[src/rtl/ifetch_unit_pkg.sv]
// Shared definitions for the fetch stage: branch-control codes (common with the
// control decoder), default widths/reset PC and the fetch FSM state encoding.
package ifetch_unit_pkg;

  localparam int          CB_W_DEF     = 4;
  localparam logic [31:0] RESET_PC_DEF = 32'h0000_3000;

  localparam logic [3:0] CB_NONE = 4'd0;
  localparam logic [3:0] CB_BEQ  = 4'd1;
  localparam logic [3:0] CB_J    = 4'd2;

  typedef enum logic [1:0] {
    ST_ISSUE = 2'd0,
    ST_WAIT  = 2'd1,
    ST_HOLD  = 2'd2,
    ST_DROP  = 2'd3
  } fetch_state_t;

endpackage

[src/rtl/ifetch_unit_branch_target_calc.sv]
// Branch resolution: decides whether a resolved branch is taken and computes
// its target. Purely combinational; redir_valid gating is left to the caller.
module branch_target_calc
  import ifetch_unit_pkg::*;
#(
  parameter int CB_W = CB_W_DEF
) (
  input  logic [31:0]     redir_pc,
  input  logic [CB_W-1:0] redir_cb,
  input  logic            redir_zero,
  input  logic [25:0]     redir_imm,
  output logic            taken,
  output logic [31:0]     target
);

  logic [31:0] pc_plus4;
  logic [31:0] beq_off;

  assign pc_plus4 = redir_pc + 32'd4;
  assign beq_off  = {{14{redir_imm[15]}}, redir_imm[15:0], 2'b00};

  always_comb begin
    taken  = 1'b0;
    target = pc_plus4 + beq_off;
    case (redir_cb)
      CB_W'(CB_NONE): taken = 1'b0;
      CB_W'(CB_BEQ): begin
        taken  = redir_zero;
        target = pc_plus4 + beq_off;
      end
      CB_W'(CB_J): begin
        taken  = 1'b1;
        target = {pc_plus4[31:28], redir_imm, 2'b00};
      end
      // reserved codes never redirect
      default: taken = 1'b0;
    endcase
  end

endmodule

[src/rtl/ifetch_unit.sv]
// Instruction fetch stage: owns the PC, reads imem over req/ack and buffers one
// instruction for decode. Define IFETCH_PERF_EN to add fetch/stall counters.
//
// state | meaning
// ISSUE | raise imem_req for pc on the next edge
// WAIT  | request outstanding, capture data on ack
// HOLD  | instruction buffered, waiting for decode to accept
// DROP  | squashed request outstanding, discard data on ack
module ifetch_unit
  import ifetch_unit_pkg::*;
#(
  parameter logic [31:0] RESET_PC = RESET_PC_DEF,
  parameter int          CB_W     = CB_W_DEF
) (
  input  logic            clk,
  input  logic            rst_n,
  output logic            imem_req,
  output logic [31:0]     imem_addr,
  input  logic            imem_ack,
  input  logic [31:0]     imem_rdata,
  output logic            inst_valid,
  input  logic            inst_ready,
  output logic [31:0]     inst,
  output logic [31:0]     inst_pc,
  input  logic            redir_valid,
  input  logic [CB_W-1:0] redir_cb,
  input  logic            redir_zero,
  input  logic [31:0]     redir_pc,
  input  logic [25:0]     redir_imm
`ifdef IFETCH_PERF_EN
  ,
  output logic [31:0]     fetch_cnt,
  output logic [31:0]     stall_cnt
`endif
);

  fetch_state_t state, state_d;

  logic [31:0] pc, pc_d;
  logic [31:0] addr_d, inst_d, inst_pc_d;
  logic        req_d, valid_d;
  logic        br_taken, taken, consume;
  logic [31:0] br_target;

  branch_target_calc #(.CB_W(CB_W)) u_btc (
    .redir_pc   (redir_pc),
    .redir_cb   (redir_cb),
    .redir_zero (redir_zero),
    .redir_imm  (redir_imm),
    .taken      (br_taken),
    .target     (br_target)
  );

  assign taken   = redir_valid & br_taken;
  assign consume = inst_valid & inst_ready;

  always_ff @(posedge clk or negedge rst_n) begin
    if (!rst_n) state <= ST_ISSUE;
    else        state <= state_d;
  end

  always_comb begin
    state_d = state;
    case (state)
      ST_ISSUE: state_d = taken ? ST_ISSUE : ST_WAIT;
      ST_WAIT: begin
        if (taken)         state_d = imem_ack ? ST_ISSUE : ST_DROP;
        else if (imem_ack) state_d = ST_HOLD;
      end
      ST_HOLD: if (taken || consume) state_d = ST_ISSUE;
      ST_DROP: if (imem_ack) state_d = ST_ISSUE;
      default: state_d = ST_ISSUE;
    endcase
  end

  always_comb begin
    req_d     = imem_req;
    addr_d    = imem_addr;
    pc_d      = pc;
    valid_d   = inst_valid;
    inst_d    = inst;
    inst_pc_d = inst_pc;
    case (state)
      ST_ISSUE: begin
        // a same-cycle redirect makes pc stale, so hold off the request
        if (!taken) begin
          req_d  = 1'b1;
          addr_d = pc;
        end
      end
      ST_WAIT: begin
        if (imem_ack) req_d = 1'b0;
        if (imem_ack && !taken) begin
          inst_d    = imem_rdata;
          inst_pc_d = pc;
          valid_d   = 1'b1;
          pc_d      = pc + 32'd4;
        end
      end
      ST_HOLD: if (consume) valid_d = 1'b0;
      ST_DROP: if (imem_ack) req_d = 1'b0;
      default: ;
    endcase
    // imem_addr is untouched here so an outstanding request stays stable
    if (taken) begin
      pc_d    = br_target;
      valid_d = 1'b0;
    end
  end

  always_ff @(posedge clk or negedge rst_n) begin
    if (!rst_n) begin
      imem_req   <= 1'b0;
      imem_addr  <= RESET_PC;
      pc         <= RESET_PC;
      inst_valid <= 1'b0;
      inst       <= 32'd0;
      inst_pc    <= 32'd0;
    end else begin
      imem_req   <= req_d;
      imem_addr  <= addr_d;
      pc         <= pc_d;
      inst_valid <= valid_d;
      inst       <= inst_d;
      inst_pc    <= inst_pc_d;
    end
  end

`ifdef IFETCH_PERF_EN
  always_ff @(posedge clk or negedge rst_n) begin
    if (!rst_n) begin
      fetch_cnt <= 32'd0;
      stall_cnt <= 32'd0;
    end else begin
      if (consume)               fetch_cnt <= fetch_cnt + 32'd1;
      if (imem_req && !imem_ack) stall_cnt <= stall_cnt + 32'd1;
    end
  end
`endif

endmodule
[config.mk]
export PLATFORM = sky130hd
export DESIGN_NAME = ifetch_unit
export DESIGN_NICKNAME = d
export VERILOG_FILES = /design/src/rtl/ifetch_unit_pkg.sv /design/src/rtl/ifetch_unit_branch_target_calc.sv /design/src/rtl/ifetch_unit.sv
export SDC_FILE = /design/constraint.sdc
export NUM_CORES = 1
export LEC_CHECK = 0
export CORE_ASPECT_RATIO = 0.6
export CORE_MARGIN = 1
export CORE_UTILIZATION = 40
export DETAILED_ROUTE_END_ITERATION = 10
export GPL_TIMING_DRIVEN = 0
export PLACE_DENSITY = 0.69
export SETUP_SLACK_MARGIN = 0.05
export SYNTH_ARGS = -nofsm -noshare
export SYNTH_HDL_FRONTEND = slang
export SYNTH_HIERARCHICAL = 1
export SYNTH_SLANG_ARGS = --single-unit
[constraint.sdc]
create_clock -name clk -period 1.7 [get_ports clk]
set_input_delay 0.17 -clock clk [delete_from_list [all_inputs] [get_ports clk]]
set_output_delay 0.17 -clock clk [all_outputs]
set_load 0.01 [all_outputs]
==> summary.txt <==
Route
  – Vias per cell: 5.71
  – DR iter-0 viols: 685
  – Final ANT Viol Nets: 0
  – DRC errors left: 0
  – Routed WL: 27900 um
  – Drt pass-1 iters: 6
  – WL/cell: 19.6 um
  – Total number of vias: 8131

Floorplan
  – Die H: 114 um
  – Core area: 20300 um^2
  – Starting Density: 0.413
  – Die Span X: 189 um
  – Site row count: 40
  – Die ar.: 21500 um^2
  – IO Pins: 198

Clock tree
  – H-tree depth: 4
  – Clock Pin Slew Worst Setup and Hold Paths: 60 ps
  – Root Buffer: clkbuf_16
  – CTS sink count: 132
  – CTS tree: done
  – Clk buf depth: 2
  – Worst-Skew Late Latency: 420 ps
  – TritonCTS Buffers: 17

Job
  – Max_cap viols: 0

Synthesis
  – Count of distinct cell types in the synthesized netlist: 74
  – Synth warnings: 6
  – XOR/XNOR Fraction of Synth Area: 0.0609
  – Largest family of logic cells by synthesized area: simple AND/OR/NAND/NOR gates
  – Netlist Area Pre-Place: 8360 um^2
  – Avg Cell Area, Syn: 9.86 um^2
  – Post-synthesis register bit count: 132
  – Mux cell area share after synthesis: 0.130
  – Primary FF master, synth: dfrtp_1
  – Simple-gate share of the synthesized area: 0.189
  – Synth Area in Adders: 0.0562
  – Sequential share of the synthesized area: 0.396
  – Synth Instances: 848
  – Net count after synthesis: 985
  – EDFF count, synth: 0
  – Asr flop ratio synth: 1.00
  – Synth Area in Compound Gates: 0.140

Power
  – Peak VDD IR: 0.973 mV
  – Leak Pwr: 5.53 nW
  – Sw frac: 0.337
  – Total power: 18.4 mW
  – Net switching power: 6.21 mW
  – Clk pwr share: 0.189
  – Sequential Power Share: 0.314
  – Logic gate share of total power: 0.497
  – Int Pwr: 12.2 mW
  – PwrDens: 1390 nW/um^2

Timing
  – Worst hold slack: 284 ps
  – Setup ws final: -1140 ps
  – Final TNS setup: -21140 ps
  – Final setup fails: 76
  – Final Skew: 10.9 ps
  – Fmax: 0.352 GHz
  – Worst rel slew slack: 0.518
  – RSZ-0062 raised after global routing: true
  – Slew @ Worst Pin: 723 ps
  – Max Slew Vio Count: 0
  – Fin crit period: 2840 ps
  – Fin crit share: 1.67
  – Final Hold Vio Count: 0

Min path
  – Worst Hold Class: in -> reg
  – Worst hold path startpoint: redir_imm[0]
  – Min-Delay Endpoint: pc[2]
  – WHS Path Cells: 5

Global route
  – Largest net degree at the start of global routing: 79
  – First-pass GRT wire length: 41700 um
  – Initial antenna violation count: 0
  – Vias in the first global route: 7644
  – GRT Util Overall: 0.249
  – GRT overflow: 0

Worst setup path
  – Reg2reg start: pc[3]
  – CP max stage delay: 530 ps
  – Critical path startpoint category: input pin
  – Critical path's slowest cell: or4b_4
  – Max FO, Critical Path: 10
  – Worst Path Arrival: 3170 ps
  – Critical Path End Type: flip-flop
  – CP Class: in -> reg
  – FF-to-FF End: pc[18]
  – Critical-path cell list: buf_6 > and4_4 > nand4_4 > nor2_4 > nand3_1 > xnor2_2 > ha_1 > clkbuf_8 > and4_1 > a221o_1 > or4b_4 > o21ba_4 > nand3_4 > nor2_2 > a31oi_1
  – Required time of the worst setup path: 2040 ps
  – Worst reg2reg setup slack: -540 ps
  – Worst reg-to-reg path cell count: 6

Layout
  – Layout cell share with drive strength beyond 1: 0.348
  – Most frequent cells in the layout: clkdlybuf4s50_1, dfrtp_1, nand2_1
  – Final #Nets: 1275
  – ANT cells: 0
  – Final Core Density: 0.655
  – Fill count: 1573
  – Most common cell after layout, fill and taps aside: clkdlybuf4s50_1
  – Final Non-Filler Cells: 1424
  – Synth-to-layout area growth: 58.8%

Placed design
  – Detailed Place HPWL: 19200 um
  – Inst Count DP: 1319
  – # port buffers: 197
  – RD Place Congestion: 0.908

Status
  – Status: finished, violations left
  – Violated checks: negative setup slack
[metrics by stage]
step                instance area (um^2)  worst slack, ps
floorplan                           8590            -1220
global placement                   10900            -4890
detailed placement                 10900            -2330
CTS                                12400            -1110
global route                       13300            -1250
finish                             13300            -1140
[routing by layer]
metal	GRT usage	up-vias	part of all wire
met3	0.0588	20	0.083
met4	0.0403	0	0.0037
li1	-	3717	-
met1	0.378	4059	0.49
met5	0	-	0
met2	0.361	335	0.42
[repair_timing]
item	4_1_cts	5_1_grt
pin swaps	92	62
cloned	1	7
buffers inserted	51	18
resized for setup	239	136
endpoints found under the setup margin	133	108
hold buffers	1	0
hold endpoints to repair	77	0
[flip-flops by register name, indices dropped and copies added, names as in the netlist]
signal      cells
inst           32
imem_req        1
state           2
inst_valid      1
pc             32
imem_addr      32
inst_pc        32
[cell type report]
cell class	instances	area [um^2]	share of cell area
buffer	35	347	0.0261
timing repair buffer	275	2870	0.216
clock buffer	18	429	0.0323
tap	273	342	0.0257
sequential	132	3310	0.249
multi-input combinational	665	5810	0.438
clock inverter	14	129	0.00970
inverter	12	45.0	0.00339
[kinds of logic (layout without fill, tap and decap cells)]
| kind of cell | after synthesis | after routing |
|---|---|---|
| compound gates | 174 | 174 |
| buf+inv | 51 | 354 |
| xor+xnor | 56 | 56 |
| simple gates | 301 | 301 |
| fa+ha+maj | 37 | 37 |
| mux | 97 | 97 |
| flops | 132 | 132 |
[synth_stat cells, types with 3 or more instances]
| cell type | count | area, um^2 |
|---|---|---|
| o21ai_0 | 39 | 195 |
| a211oi_1 | 6 | 45.0 |
| and2_1 | 7 | 43.8 |
| and3_1 | 11 | 68.8 |
| xnor2_1 | 36 | 315 |
| o31ai_1 | 17 | 128 |
| or4_1 | 15 | 113 |
| nand3b_1 | 3 | 22.5 |
| nand4_1 | 24 | 150 |
| a21o_1 | 17 | 128 |
| dfstp_2 | 4 | 105 |
| buf_4 | 3 | 22.5 |
| or3_1 | 7 | 43.8 |
| nand4_2 | 4 | 50.1 |
| nor2_1 | 62 | 233 |
| a21oi_1 | 37 | 185 |
| mux2_2 | 96 | 1080 |
| nor2b_1 | 3 | 18.8 |
| ha_1 | 36 | 450 |
| and4_1 | 9 | 78.8 |
| nand2_1 | 90 | 338 |
| clkbuf_1 | 20 | 75.1 |
| buf_2 | 12 | 60.1 |
| xor2_1 | 19 | 166 |
| nand3_1 | 29 | 145 |
| nor3_1 | 14 | 70.1 |
| inv_1 | 12 | 45.0 |
| a31oi_1 | 24 | 150 |
| nor3b_1 | 3 | 22.5 |
| dfrtp_1 | 128 | 3200 |
[worst max path at each step]
stage,start,to
after floorplan,redir_pc[17],pc[31]
after global placement,rst_n,inst[15]
after detailed placement,redir_pc[4],pc[31]
after CTS,redir_pc[20],pc[31]
after global routing,redir_pc[9],pc[31]
final,redir_pc[9],pc[31]
[power by group through the flow]
stage	Combinational (mW)	Sequential [mW]	Clock, mW
after floorplan	3.26	6.05	0
after global placement	7.15	5.69	0
after detailed placement	7.26	5.76	0
after CTS	7.97	5.71	3.52
after global routing	9.71	5.97	3.68
final	9.15	5.78	3.48
[worst max-delay path, delay by kind of cell]
kind	cells	cell delay, ps
buffers and inverters	2	260
XOR/XNOR	1	170
adder cells (fa/ha/maj)	1	300
AND/OR/NAND/NOR	8	1560
AO/OA/AOI/OAI	3	710
Note: power is estimated with default switching activity, not from simulation.
==> variant (same flow settings) <==
Build with the macro `IFETCH_PERF_EN` defined.
--- a/src/rtl/ifetch_unit.sv
+++ b/src/rtl/ifetch_unit.sv
@@ -7,4 +7,6 @@
 // HOLD  | instruction buffered, waiting for decode to accept
 // DROP  | squashed request outstanding, discard data on ack
+`define IFETCH_PERF_EN
+
 module ifetch_unit
   import ifetch_unit_pkg::*;
Behaviour (old outputs only; new: fetch_cnt and stall_cnt): unchanged (equiv_simple and equiv_induct, registers matched by name and starting in step).
==> variant against the unedited design <==
- the run still ends with setup timing left
- synthesized cell count increased by 31%
- first-iteration DRC count is 17% higher
- sequential cell count is 64 higher
- non-clock buffer count grew 139
- routed wire length increased by 38%
- final cell count is 35% higher
- area after synthesis rose by 35%
- total power rose by 20%
- via count grew 29%
- setup slack got worse by 9.2 ps
- design area is 35% higher
- register-to-register slack got worse by 150 ps
- highest routed layer unchanged
==> variant: results <==
group,metric,value,unit
hold_path,holdPathStages,3,
timing,setup_viol,98,
cells_and_area,nets,1675,
cells_and_area,antenna_cells,0,
setup_path,crit_path_max_incr_delay,390,ps
routing,num_vias,10500,
setup_path,cp.arrival,3160,ps
setup_path,r2r_cells,4,
hold_path,min_path_type,"in -> reg",
grt,grt_max_degree,72,
hold_path,holdCritStartpoint,"imem_ack",
clock_tree,hold_buffers,1,
grt,grtUsageTotal,26.2,%
synth,synth_seq_area_share,43.5,%
placed_design,place.gp.congestion,0.889,
setup_path,crit_path_start,"redir_pc[6]",
timing,slew_headroom,13.6,%
clock_tree,cts_buffers,17,
clock_tree,clockBufferDepth,2,
grt,grt_pass1_vias,10300,
timing,finalClockSkew,9.85,ps
setup_path,crit_fanout,5,
pwr,p_sw_share,33.8,%
routing,drt-total-wl,38400,µm
clock_tree,cts_resized,342,
grt,grt_pass1_wl,58500,µm
clock_tree,post_cts_buffers,99,
routing,drt-initial-drc-count,803,
clock_tree,clk_latency,440,ps
cells_and_area,fillers,2191,
pwr,irDropWorstVdd,1.08,mV
synth,avgSynthCellArea,10.2,µm²
placed_design,dp_hpwl,26500,µm
cells_and_area,drive_gt1_share,34.2,%
setup_path,crit_path_top_delay_cell,"ha_1",
synth,yosys-top-cells-area,"dfrtp_1, mux2_2, xnor2_1",
routing,viasPerCell,5.49,
setup_path,cp_top_family,"compound AO/OA/AOI/OAI gates",
clock_tree,clkTransAtPathRegs,70,ps
synth,synth_commonest_cells,"dfrtp_1, nand2_1, mux2_2",
synth,async_flop_share,100,%
synth,syn-num-nets,1248,
routing,drt-pass1-iter-count,5,
placed_design,io_buffers,260,
timing,fin_ws,-1150,ps
pwr,power.leakage,7.66,nW
run_status,status,"finished, violations left",
grt,antenna_found_initial,0,
placed_design,dpl.cell_count,1738,
run_status,violations,"setup timing",
setup_path,r2r_start,"pc[13]$_DFFE_PN1P_",
synth,yosysUniqueCellTypes,78,
## variant: cell types whose count changed in the layout (fill, tap and decap cells not counted), moves of 21 or more
cell,unedited run,this run
clkdlybuf4s50_1,159,215
xnor2_1,25,78
buf_4,51,97
dfrtp_1,127,170
nand4_1,24,52
dfrtp_2,1,22
## variant: power groups by stage
| stage | registers (W) | logic [W] | clock network (W) |
|---|---|---|---|
| finish | 0.00763 | 0.0105 | 0.00401 |
| global route | 0.00780 | 0.0112 | 0.00429 |
| CTS | 0.00756 | 0.00992 | 0.00410 |
| detailed placement | 0.00762 | 0.00793 | 0 |
| global placement | 0.00755 | 0.00779 | 0 |
| floorplan | 0.00783 | 0.00353 | 0 |
## variant: per-layer routing
| layer | global-route usage [%] | share of wire, % |
|---|---|---|
| met5 | 0 | 0 |
| met4 | 4.48 | 0.72 |
| met3 | 6.53 | 8.0 |
| met2 | 35.5 | 41 |
| met1 | 41.7 | 50 |
## variant: per-stage QoR
stage	instance area [µm²]	setup TNS (ps)	setup WS, ps	power (W)
after floorplan	11500	-15940	-1290	0.0114
after global placement	14600	-1667050	-8620	0.0153
after detailed placement	14700	-144220	-2600	0.0155
after CTS	17100	-27750	-1070	0.0216
after global routing	18000	-33240	-1280	0.0233
final	18000	-26370	-1150	0.0221
## variant: layout make-up
type / count / share of cell area, %
inverter: 23 / 0.480
clock inverter: 11 / 0.550
timing repair buffer: 411 / 23.3
sequential: 196 / 27.5
buffer: 38 / 2.13
multi-input combinational: 849 / 40.8
clock buffer: 21 / 2.67
tap: 367 / 2.56
## variant: worst register-to-register path, stage by stage (launching register included)
cell and delay, ps:
dfstp_2 610, nand4_1 200, nor4_1 1070, a311o_1 320, nand3_1 70
## variant: worst paths after layout
check | endpoint | slack, ps
worst max-delay path | pc[30]$_DFFE_PN0P_ | -1150
worst min-delay path | imem_req$_DFFE_PN0P_ | 190
worst max register to register | pc[24]$_DFFE_PN0P_ | -690
worst min register to register | stall_cnt[31]$_DFFE_PN0P_ | 480
max in group asynchronous | stall_cnt[8]$_DFFE_PN0P_ | 370
min in group asynchronous | inst[15]$_DFFE_PN0P_ | 270
## variant: cell families (layout without fill, tap and decap cells)
| logic type | after synthesis | count (layout) | share of synthesized area, % |
|---|---|---|---|
| flip-flops | 196 | 196 | 43.5 |
| multiplexers | 99 | 99 | 9.85 |
| adder cells (fa/ha/maj) | 39 | 39 | 4.39 |
| AND/OR/NAND/NOR | 397 | 398 | 18.7 |
| XOR/XNOR | 121 | 121 | 9.39 |
| AO/OA/AOI/OAI | 192 | 192 | 11.5 |
| buffers and inverters | 65 | 504 | 2.64 |
